--- src/rtl/chnl_rr_sched_pkg.sv ---
// Shared types and helpers for the channel priority/round-robin scheduler.
package chnl_pkg;

  localparam int NCH   = 3;
  localparam int LEN_W = 3;
  localparam logic [1:0] ID_NONE = 2'b11;

  typedef enum logic {IDLE, GRANT} state_e;

  // Codes above 3 saturate at the longest package.
  function automatic logic [5:0] pkglen2beats(input logic [LEN_W-1:0] len);
    if (len > LEN_W'(3)) return 6'd32;
    return 6'd4 << len[1:0];
  endfunction

endpackage

--- src/rtl/chnl_rr_sched_if.sv ---
// Scheduler bus: slave-channel side inputs, formatter handshake, per-channel acks.
interface chnl_rr_sched_if #(
  parameter int NCH    = 3,
  parameter int DW     = 32,
  parameter int PRIO_W = 2,
  parameter int LEN_W  = 3
);
  logic [NCH*PRIO_W-1:0] slv_prio_i;
  logic [NCH*LEN_W-1:0]  slv_pkglen_i;
  logic [NCH-1:0]        slv_req_i;
  logic [NCH-1:0]        slv_val_i;
  logic [NCH*DW-1:0]     slv_data_i;
  logic [NCH-1:0]        a2s_ack_o;
  logic                  f2a_id_req_i;
  logic                  f2a_ack_i;
  logic                  a2f_val_o;
  logic [1:0]            a2f_id_o;
  logic [DW-1:0]         a2f_data_o;
  logic [LEN_W-1:0]      a2f_pkglen_sel_o;

  modport master (
    input  slv_prio_i, slv_pkglen_i, slv_req_i, slv_val_i, slv_data_i,
    input  f2a_id_req_i, f2a_ack_i,
    output a2s_ack_o, a2f_val_o, a2f_id_o, a2f_data_o, a2f_pkglen_sel_o
  );

  modport slave (
    output slv_prio_i, slv_pkglen_i, slv_req_i, slv_val_i, slv_data_i,
    output f2a_id_req_i, f2a_ack_i,
    input  a2s_ack_o, a2f_val_o, a2f_id_o, a2f_data_o, a2f_pkglen_sel_o
  );
endinterface

--- src/rtl/chnl_rr_sched_rr_prio_pick.sv ---
// Combinational winner selection: lowest priority value, ties broken from ptr upward.
module rr_prio_pick #(
  parameter int NCH    = 3,
  parameter int PRIO_W = 2
) (
  input  logic [NCH-1:0]        req,
  input  logic [NCH*PRIO_W-1:0] prio,
  input  logic [1:0]            ptr,
  output logic [NCH-1:0]        gnt_oh,
  output logic [1:0]            gnt_id,
  output logic                  gnt_vld
);
  import chnl_pkg::*;

  logic [PRIO_W-1:0] min_p;
  logic              any_req;
  logic              done;

  always_comb begin
    int idx;
    min_p   = '1;
    any_req = 1'b0;
    gnt_oh  = '0;
    gnt_id  = ID_NONE;
    done    = 1'b0;
    idx     = 0;
    for (int i = 0; i < NCH; i++) begin
      if (req[i] && (!any_req || prio[i*PRIO_W +: PRIO_W] < min_p)) begin
        min_p   = prio[i*PRIO_W +: PRIO_W];
        any_req = 1'b1;
      end
    end
    // Second pass walks the channels starting at ptr so equal priorities rotate.
    for (int i = 0; i < NCH; i++) begin
      idx = int'(ptr) + i;
      if (idx >= NCH) idx = idx - NCH;
      if (!done && req[idx] && prio[idx*PRIO_W +: PRIO_W] == min_p) begin
        gnt_oh[idx] = 1'b1;
        gnt_id      = 2'(idx);
        done        = 1'b1;
      end
    end
    gnt_vld = any_req;
  end

endmodule

--- src/rtl/chnl_rr_sched.sv ---
// Priority + round-robin scheduler: one channel per package, held for its beat count.
module chnl_rr_sched #(
  parameter int NCH    = chnl_pkg::NCH,
  parameter int DW     = 32,
  parameter int PRIO_W = 2,
  parameter int LEN_W  = chnl_pkg::LEN_W
) (
  input  logic            clk_i,
  input  logic            rst_i,
  chnl_rr_sched_if.master bus
);
  import chnl_pkg::*;

  state_e           state_q, state_d;
  logic [1:0]       ptr_q, ptr_d;
  logic [1:0]       gnt_id_q, gnt_id_d;
  logic [4:0]       cnt_q, cnt_d;
  logic [LEN_W-1:0] pkglen_q, pkglen_d;

  logic [NCH-1:0]   pick_oh;
  logic [1:0]       pick_id;
  logic             pick_vld;
  logic [LEN_W-1:0] win_len;
  logic             sel_val;
  logic [DW-1:0]    sel_data;
  logic [5:0]       beats_m1;
  logic             beat;
  logic             last;

  rr_prio_pick #(.NCH(NCH), .PRIO_W(PRIO_W)) u_pick (
    .req     (bus.slv_req_i),
    .prio    (bus.slv_prio_i),
    .ptr     (ptr_q),
    .gnt_oh  (pick_oh),
    .gnt_id  (pick_id),
    .gnt_vld (pick_vld)
  );

  always_comb begin
    win_len  = '0;
    sel_val  = 1'b0;
    sel_data = '1;
    for (int i = 0; i < NCH; i++) begin
      if (pick_oh[i]) win_len = bus.slv_pkglen_i[i*LEN_W +: LEN_W];
      if (gnt_id_q == 2'(i)) begin
        sel_val  = bus.slv_val_i[i];
        sel_data = bus.slv_data_i[i*DW +: DW];
      end
    end
  end

  assign beats_m1 = pkglen2beats(pkglen_q) - 6'd1;
  assign beat     = (state_q == GRANT) && sel_val && bus.f2a_ack_i;
  assign last     = beat && ({1'b0, cnt_q} == beats_m1);

  always_comb begin
    state_d              = state_q;
    ptr_d                = ptr_q;
    gnt_id_d             = gnt_id_q;
    cnt_d                = cnt_q;
    pkglen_d             = pkglen_q;
    bus.a2f_id_o         = ID_NONE;
    bus.a2f_val_o        = 1'b0;
    bus.a2f_data_o       = '1;
    bus.a2s_ack_o        = '0;
    bus.a2f_pkglen_sel_o = pkglen_q;
    case (state_q)
      IDLE: begin
        if (bus.f2a_id_req_i && pick_vld) begin
          state_d  = GRANT;
          gnt_id_d = pick_id;
          pkglen_d = win_len;
          cnt_d    = '0;
        end
      end
      GRANT: begin
        bus.a2f_id_o   = gnt_id_q;
        bus.a2f_val_o  = sel_val;
        bus.a2f_data_o = sel_data;
        for (int i = 0; i < NCH; i++)
          bus.a2s_ack_o[i] = (gnt_id_q == 2'(i)) && bus.f2a_ack_i;
        if (beat) begin
          cnt_d = cnt_q + 5'd1;
          // Last beat returns to IDLE; new arbitration waits for the next edge.
          if (last) begin
            state_d = IDLE;
            cnt_d   = '0;
            ptr_d   = (gnt_id_q == 2'(NCH-1)) ? 2'd0 : gnt_id_q + 2'd1;
          end
        end
      end
      default: state_d = IDLE;
    endcase
  end

  always_ff @(posedge clk_i) begin
    if (rst_i) begin
      state_q  <= IDLE;
      ptr_q    <= '0;
      gnt_id_q <= ID_NONE;
      cnt_q    <= '0;
      pkglen_q <= '0;
    end else begin
      state_q  <= state_d;
      ptr_q    <= ptr_d;
      gnt_id_q <= gnt_id_d;
      cnt_q    <= cnt_d;
      pkglen_q <= pkglen_d;
    end
  end

endmodule

--- src/flat_wrapper.sv ---
// flat-port wrapper written by rule: the top's interface ports become plain ports
module chnl_rr_sched_flat import chnl_pkg::*;
#(
  parameter int NCH    = chnl_pkg::NCH,
  parameter int DW     = 32,
  parameter int PRIO_W = 2,
  parameter int LEN_W  = chnl_pkg::LEN_W
)
  (clk_i, rst_i, bus_slv_prio_i, bus_slv_pkglen_i, bus_slv_req_i, bus_slv_val_i, bus_slv_data_i, bus_f2a_id_req_i, bus_f2a_ack_i, bus_a2s_ack_o, bus_a2f_val_o, bus_a2f_id_o, bus_a2f_data_o, bus_a2f_pkglen_sel_o);
  chnl_rr_sched_if #(.NCH(NCH), .DW(DW), .PRIO_W(PRIO_W), .LEN_W(LEN_W)) bus_i ();
  input  logic clk_i;
  input  logic rst_i;
  input wire logic [$bits(bus_i.slv_prio_i)-1:0] bus_slv_prio_i;
  input wire logic [$bits(bus_i.slv_pkglen_i)-1:0] bus_slv_pkglen_i;
  input wire logic [$bits(bus_i.slv_req_i)-1:0] bus_slv_req_i;
  input wire logic [$bits(bus_i.slv_val_i)-1:0] bus_slv_val_i;
  input wire logic [$bits(bus_i.slv_data_i)-1:0] bus_slv_data_i;
  input wire logic [$bits(bus_i.f2a_id_req_i)-1:0] bus_f2a_id_req_i;
  input wire logic [$bits(bus_i.f2a_ack_i)-1:0] bus_f2a_ack_i;
  output wire logic [$bits(bus_i.a2s_ack_o)-1:0] bus_a2s_ack_o;
  output wire logic [$bits(bus_i.a2f_val_o)-1:0] bus_a2f_val_o;
  output wire logic [$bits(bus_i.a2f_id_o)-1:0] bus_a2f_id_o;
  output wire logic [$bits(bus_i.a2f_data_o)-1:0] bus_a2f_data_o;
  output wire logic [$bits(bus_i.a2f_pkglen_sel_o)-1:0] bus_a2f_pkglen_sel_o;
  assign bus_i.slv_prio_i = bus_slv_prio_i;
  assign bus_i.slv_pkglen_i = bus_slv_pkglen_i;
  assign bus_i.slv_req_i = bus_slv_req_i;
  assign bus_i.slv_val_i = bus_slv_val_i;
  assign bus_i.slv_data_i = bus_slv_data_i;
  assign bus_i.f2a_id_req_i = bus_f2a_id_req_i;
  assign bus_i.f2a_ack_i = bus_f2a_ack_i;
  assign bus_a2s_ack_o = bus_i.a2s_ack_o;
  assign bus_a2f_val_o = bus_i.a2f_val_o;
  assign bus_a2f_id_o = bus_i.a2f_id_o;
  assign bus_a2f_data_o = bus_i.a2f_data_o;
  assign bus_a2f_pkglen_sel_o = bus_i.a2f_pkglen_sel_o;
  chnl_rr_sched #(.NCH(NCH), .DW(DW), .PRIO_W(PRIO_W), .LEN_W(LEN_W)) u_core (.clk_i(clk_i), .rst_i(rst_i), .bus(bus_i));
endmodule
--- config.mk ---
export PLATFORM = sky130hd
export DESIGN_NAME = chnl_rr_sched_flat
export DESIGN_NICKNAME = d
export VERILOG_FILES = /design/src/rtl/chnl_rr_sched_pkg.sv /design/src/rtl/chnl_rr_sched_if.sv /design/src/rtl/chnl_rr_sched_rr_prio_pick.sv /design/src/rtl/chnl_rr_sched.sv /design/src/flat_wrapper.sv
export SDC_FILE = /design/constraint.sdc
export NUM_CORES = 1
export LEC_CHECK = 0
export CORE_ASPECT_RATIO = 1.2
export CORE_MARGIN = 5
export CORE_UTILIZATION = 39
export DETAILED_ROUTE_END_ITERATION = 16
export HOLD_SLACK_MARGIN = 0.02
export PLACE_DENSITY = 0.9
export SYNTH_ARGS = -nofsm -noshare
export SYNTH_HDL_FRONTEND = slang
export SYNTH_SLANG_ARGS = --single-unit
--- constraint.sdc ---
create_clock -name clk_i -period 9.7 [get_ports clk_i]
set_input_delay 1.94 -clock clk_i [delete_from_list [all_inputs] [get_ports clk_i]]
set_output_delay 1.94 -clock clk_i [all_outputs]
set_load 0.01 [all_outputs]
# Word-level counts from Yosys, hierarchy flattened
# Index checks and enable logic that the tools add are counted.
# totals
out_inout_bits	41
elab_cells	124
reg_bits	13
# classes
n_reduce_logical	27
bitwise_logic	3
n_lt_le_gt_ge	12
mux	57
shifts	4
addsub	8
n_eq_ne	8
# op_table
cell	count
32-bit two-way mux	7
32-bit by 1-bit >= comparator with 1-bit output (second input constant)	3
32-bit by 4-bit < comparator with 1-bit output (second input constant)	3
6-bit by 32-bit indexed part select with 2-bit output	3
1-bit two-way mux	22
3-bit two-way mux	7
1-bit logical AND	17
2-bit two-way mux	8
5-bit two-way mux	3
6-bit two-way mux	2
5-bit one-hot mux with 2 select lines	1
3-bit by 2-bit subtractor with 4-bit output (second input constant)	2
1-bit binary-select mux with 2-bit select	3
1-bit demux with 2-bit select	3
2-bit == test	3
5-bit by 6-bit == test with 1-bit output	1
3-bit by 2-bit >= comparator with 1-bit output (second input constant)	2
3-bit OR	2
3-bit by 2-bit << shifter with 6-bit output (first input constant)	1
6-bit by 1-bit subtractor with 6-bit output (second input constant)	1
5-bit by 1-bit adder with 5-bit output (second input constant)	1
1-bit zero test	4
2-bit < comparator	2
2-bit AND reduction	2
15 further kinds	16

# Depth between registers and ports, before layout
# logic_depth
word_depth	23
mapped_depth	14
mapped_depth_nobuf	12

# By module
# Synthesis repeated with hierarchy kept, for this count alone.
# unflattened
hier_cells	330
hier_area_um2	2334.7
# modules_own_cells
mod	seq_area_each_um2	area_per_inst_um2	instances	cells_per_inst
chnl_rr_sched	260.2	1498.9	1	217
rr_prio_pick	0.0	835.8	1	113

# Worst setup path before layout
# Ideal clock, no wire load.
# synth_path
path_type	input to register
startpoint	input port bus_slv_req_i[1]
endpoint	register u_core.pkglen_q[0] (netlist: u_core.bus.a2f_pkglen_sel_o[0])
n_path_buf	2
t_arrival_ps	4426
path_slack_ps	5204
t_required_ps	9630
cell_stages	14
path_cell_list	buf_4 -> inv_1 -> o22ai_1 -> ha_1 -> o22ai_1 -> nand2_1 -> a32o_1 -> buf_6 -> mux2_4 -> a2111oi_4 -> nor2_2 -> o211a_4 -> o221a_1 -> a21oi_1
# synth_between
elab_chain_len	20
elab_cells_between_ends	40
# synth_lines
element	line_no	rtl
start: declaration	flat_wrapper.sv:15	input wire logic [$bits(bus_i.slv_req_i)-1:0] bus_slv_req_i;
1-bit logical AND	chnl_rr_sched_rr_prio_pick.sv:28	if (req[i] && (!any_req || prio[i*PRIO_W +: PRIO_W] < min_p)) begin
2-bit two-way mux or 1-bit two-way mux (tied branches)	chnl_rr_sched_rr_prio_pick.sv:28	
2-bit < comparator or 1-bit zero test (tied branches)	chnl_rr_sched_rr_prio_pick.sv:28	
1-bit logical OR	chnl_rr_sched_rr_prio_pick.sv:28	
1-bit logical AND	chnl_rr_sched_rr_prio_pick.sv:28	
2-bit two-way mux	chnl_rr_sched_rr_prio_pick.sv:28	
2-bit == test	chnl_rr_sched_rr_prio_pick.sv:37	if (!done && req[idx] && prio[idx*PRIO_W +: PRIO_W] == min_p) begin
1-bit logical AND	chnl_rr_sched_rr_prio_pick.sv:37	
1-bit two-way mux	chnl_rr_sched_rr_prio_pick.sv:37	
1-bit zero test	chnl_rr_sched_rr_prio_pick.sv:37	
1-bit logical AND (2 in a row)	chnl_rr_sched_rr_prio_pick.sv:37	
1-bit two-way mux	chnl_rr_sched_rr_prio_pick.sv:37	
1-bit zero test	chnl_rr_sched_rr_prio_pick.sv:37	
1-bit logical AND (2 in a row)	chnl_rr_sched_rr_prio_pick.sv:37	
3-bit two-way mux	chnl_rr_sched_rr_prio_pick.sv:37	
3-bit two-way mux (3 in a row)	chnl_rr_sched.sv:44	if (pick_oh[i]) win_len = bus.slv_pkglen_i[i*LEN_W +: LEN_W];
end signal: assignment	chnl_rr_sched.sv:108	pkglen_q <= pkglen_d;
end: declaration	chnl_rr_sched.sv:18	logic [LEN_W-1:0] pkglen_q, pkglen_d;
# Parallel ways exist; a longest one is shown, timed or not. The select of a mux whose other input is x is not followed.
# A chain may end at the register's enable or synchronous reset.

# Worst setup path in the final report
# layout_path
startpoint	input port bus_slv_val_i[2]
endpoint	output port bus_a2f_val_o
# layout_between
elab_chain_len	2
# layout_lines
element	line_no	rtl
start: declaration	flat_wrapper.sv:16	input wire logic [$bits(bus_i.slv_val_i)-1:0] bus_slv_val_i;
1-bit two-way mux	chnl_rr_sched.sv:45	if (gnt_id_q == 2'(i)) begin
1-bit two-way mux	chnl_rr_sched.sv:67	case (state_q)
end: declaration	flat_wrapper.sv:21	output wire logic [$bits(bus_i.a2f_val_o)-1:0] bus_a2f_val_o;
# Every way passes these cells.

==> run summary <==
number of flops mapped to enable cells by yosys: 0
synth top area cells: mux2_2, dfxtp_1, o22ai_1
core area: 5705 µm²
Yosys warning count: 0
CP Max Fanout: 2
RSZ-0062 raised after global routing: no
status: complete, no violations
Die H: 94.14 µm
syn_nets: 443
Global Route Usage Sum: 25.44%
worst reg2reg path depth: 11
Final Net Count: 590
DRT antenna net count: 0
Detailed Place HPWL: 8278 µm
synth unique cells: 53
post-synth top area cell: mux2_2
clk_skew: 0.007830 ns
routed vias: 3063
Clk Latency, worst-skew pair: 0.25 ns
endpoints failing setup: 0
Top-Level Pins: 162
cts repair resizes: 0
TritonCTS clock tree: done
Post-CTS Setup Repair Bufs: 0
max-slew violation count: 0
Critical Path Source Type: input pin
initial drt markers: 165
worst hold path class: register to register
Max Clk Rate: 0.1853 GHz
max-cap violations: 0
Leak: 1.434 nW
root buffer cell: clkbuf_8
Worst Max-Slew Pin Slew: 1.060 ns
critical path arrival: 3.46 ns
worst hold stages: 2
first-pass GRT wire length: 15020 µm
die width: 80.12 µm
CTS buffer count: 3
Final Cell Area: 3991 µm²
Setup Crit Path Kind: input pin to output port
vias in the first global route: 3029
H-tree Lvls: 1
DIE AREA: 7543 µm²
DR vias/cell: 5.672
VDD IR max: 0.00005145 V
Seq/Total Area, Yosys: 11.31%
Final min period: 5.397 ns
layout cells sized above 1: 11.33%
layout overhead on the synthesized area: 73.46%
hold buffers post-CTS: 0
CP required: 7.76 ns
RePlAce Congestion: 0.9073
placed cell area: 3944 µm²
clock sink count: 13
clock-pin slew on the worst setup and hold paths: 0.05 ns
period utilization: 55.64%
GRT overflow: 0
initial antenna violation count: 1
Fin. Hold Viols: 0
CP endpoint kind: output port
routed len/inst: 18.83 µm
site row count: 30
syn avg cell area: 7.351 µm²
Power Dens Cells: 71.29 nW/µm²
Clock Path Buffers: 2
top-area cell type share of the netlist area: 17.62%
setup tns final: 0 ns
DR pass1 iterations: 4
largest net degree at the start of global routing: 40
Synth async-reset ratio: 0%
Synth Instances: 313
#FFs+latches synth: 13
starting density of the core: 40.33%
PortBufs: 161
Post-Route WL: 10170 µm
max_slew headroom: 27.48%
Post-Syn Area: 2301 µm²
DRC Markers: 0
Post-synth top flop: dfxtp_1
cell usage in the layout, fill, tap and decap left out, types with 5 or more instances in the layout:
cell type	instances
inv_1	17
o22ai_1	36
mux2_2	36
nand3_1	8
a21oi_1	10
mux2i_1	9
buf_4	5
o21ai_0	9
dfxtp_1	13
nand2b_1	8
xor2_1	5
nand2_1	49
clkdlybuf4s50_1	161
ha_1	9
nor2_1	15
a22oi_1	5
Yosys cell counts, types with 3 or more instances:
library cell  instances
inv_1                17
clkbuf_1             13
o41ai_1               3
a2111oi_0             3
nand2b_1              8
dfxtp_1              13
buf_2                 4
a22o_1                3
mux2i_1               9
xor2_1                5
ha_1                  9
nand4_1               3
nand2_1              49
nand3_1               8
a21oi_1              10
o22ai_1              36
nor3b_1               4
o221a_1               3
nor2_1               15
nor3_1                4
or3_1                 3
buf_1                 5
a22oi_1               5
o21ai_0               9
mux2_2               36
a31oi_1               3
cell type report:
class / instances / area [µm²]
Clock buffer: 4 / 45.04
Fill cell: 462 / 1714
Multi-Input combinational cell: 259 / 1871
Sequential cell: 13 / 260.3
Tap cell: 80 / 100.1
Inverter: 17 / 63.81
Antenna cell: 1 / 2.502
Timing Repair Buffer: 166 / 1649
worst max-delay path, cell delays in order:
cell             delay (ns)
clkdlybuf4s50_1        0.46
mux2i_1                0.06
o22ai_1                0.28
and2_1                 0.17
clkdlybuf4s50_1        0.55
registers in the layout, indices dropped and copies added (netlist names):
name / cells
u_core.state_q: 1
u_core.gnt_id_q: 2
u_core.cnt_q: 5
u_core.ptr_q: 2
u_core.bus.a2f_pkglen_sel_o: 3
report_power, final:
| group | internal [mW] | switching (mW) | total (mW) |
|---|---|---|---|
| registers | 0.0561 | 0.00433 | 0.0604 |
| clock network | 0.0291 | 0.0212 | 0.0503 |
| logic | 0.100 | 0.0736 | 0.174 |
| total | 0.185 | 0.0991 | 0.285 |
final timing paths:
path / from / end / slack (ns)
setup / recovery: bus_slv_val_i[2] / bus_a2f_val_o / 4.30
hold reg to reg: u_core.cnt_q[1]$_SDFFE_PP0P_ / u_core.cnt_q[1]$_SDFFE_PP0P_ / 0.56
setup reg to reg: u_core.ptr_q[0]$_SDFFE_PP0P_ / u_core.bus.a2f_pkglen_sel_o[1]$_SDFFE_PP0P_ / 6.37
hold / removal: u_core.cnt_q[1]$_SDFFE_PP0P_ / u_core.cnt_q[1]$_SDFFE_PP0P_ / 0.56
metrics by stage:
step / std cells / power [mW] / utilization (%) / setup WS (ns) / hold slack (ns)
2_1_floorplan: 313 / 0.1525 / - / 5.204 / 0.4912
3_3_place_gp: 535 / 0.2289 / 69.12 / 4.304 / 0.5076
3_5_place_dp: 535 / 0.2340 / 69.12 / 4.224 / 0.5256
4_1_cts: 539 / 0.2840 / 69.91 / 4.299 / 0.5578
5_1_grt: 540 / 0.2997 / 69.96 / 4.255 / 0.5766
6_report: 540 / 0.2845 / 69.96 / 4.303 / 0.5598
logic make-up (layout without fill, tap and decap cells):
logic type / after synthesis / count (layout) / synth area share, %
flops: 13 / 13 / 11.31
mux: 48 / 48 / 23.33
xor+xnor: 7 / 7 / 2.665
compound gates: 90 / 90 / 28.77
simple gates: 105 / 105 / 21.64
fa+ha+maj: 9 / 9 / 4.894
buf+inv: 41 / 187 / 7.396
other cells: 0 / 1 / 0
layer usage:
| layer | up-vias | global-route usage (%) | part of all wire (%) |
|---|---|---|---|
| li1 | 1453 | - | - |
| met1 | 1434 | 25.62 | 35 |
| met2 | 157 | 48.96 | 52 |
| met3 | 19 | 5.950 | 10 |
| met4 | 0 | 10.28 | 2.9 |
| met5 | - | 0 | 0 |
Note: power is estimated with default switching activity, not from simulation.
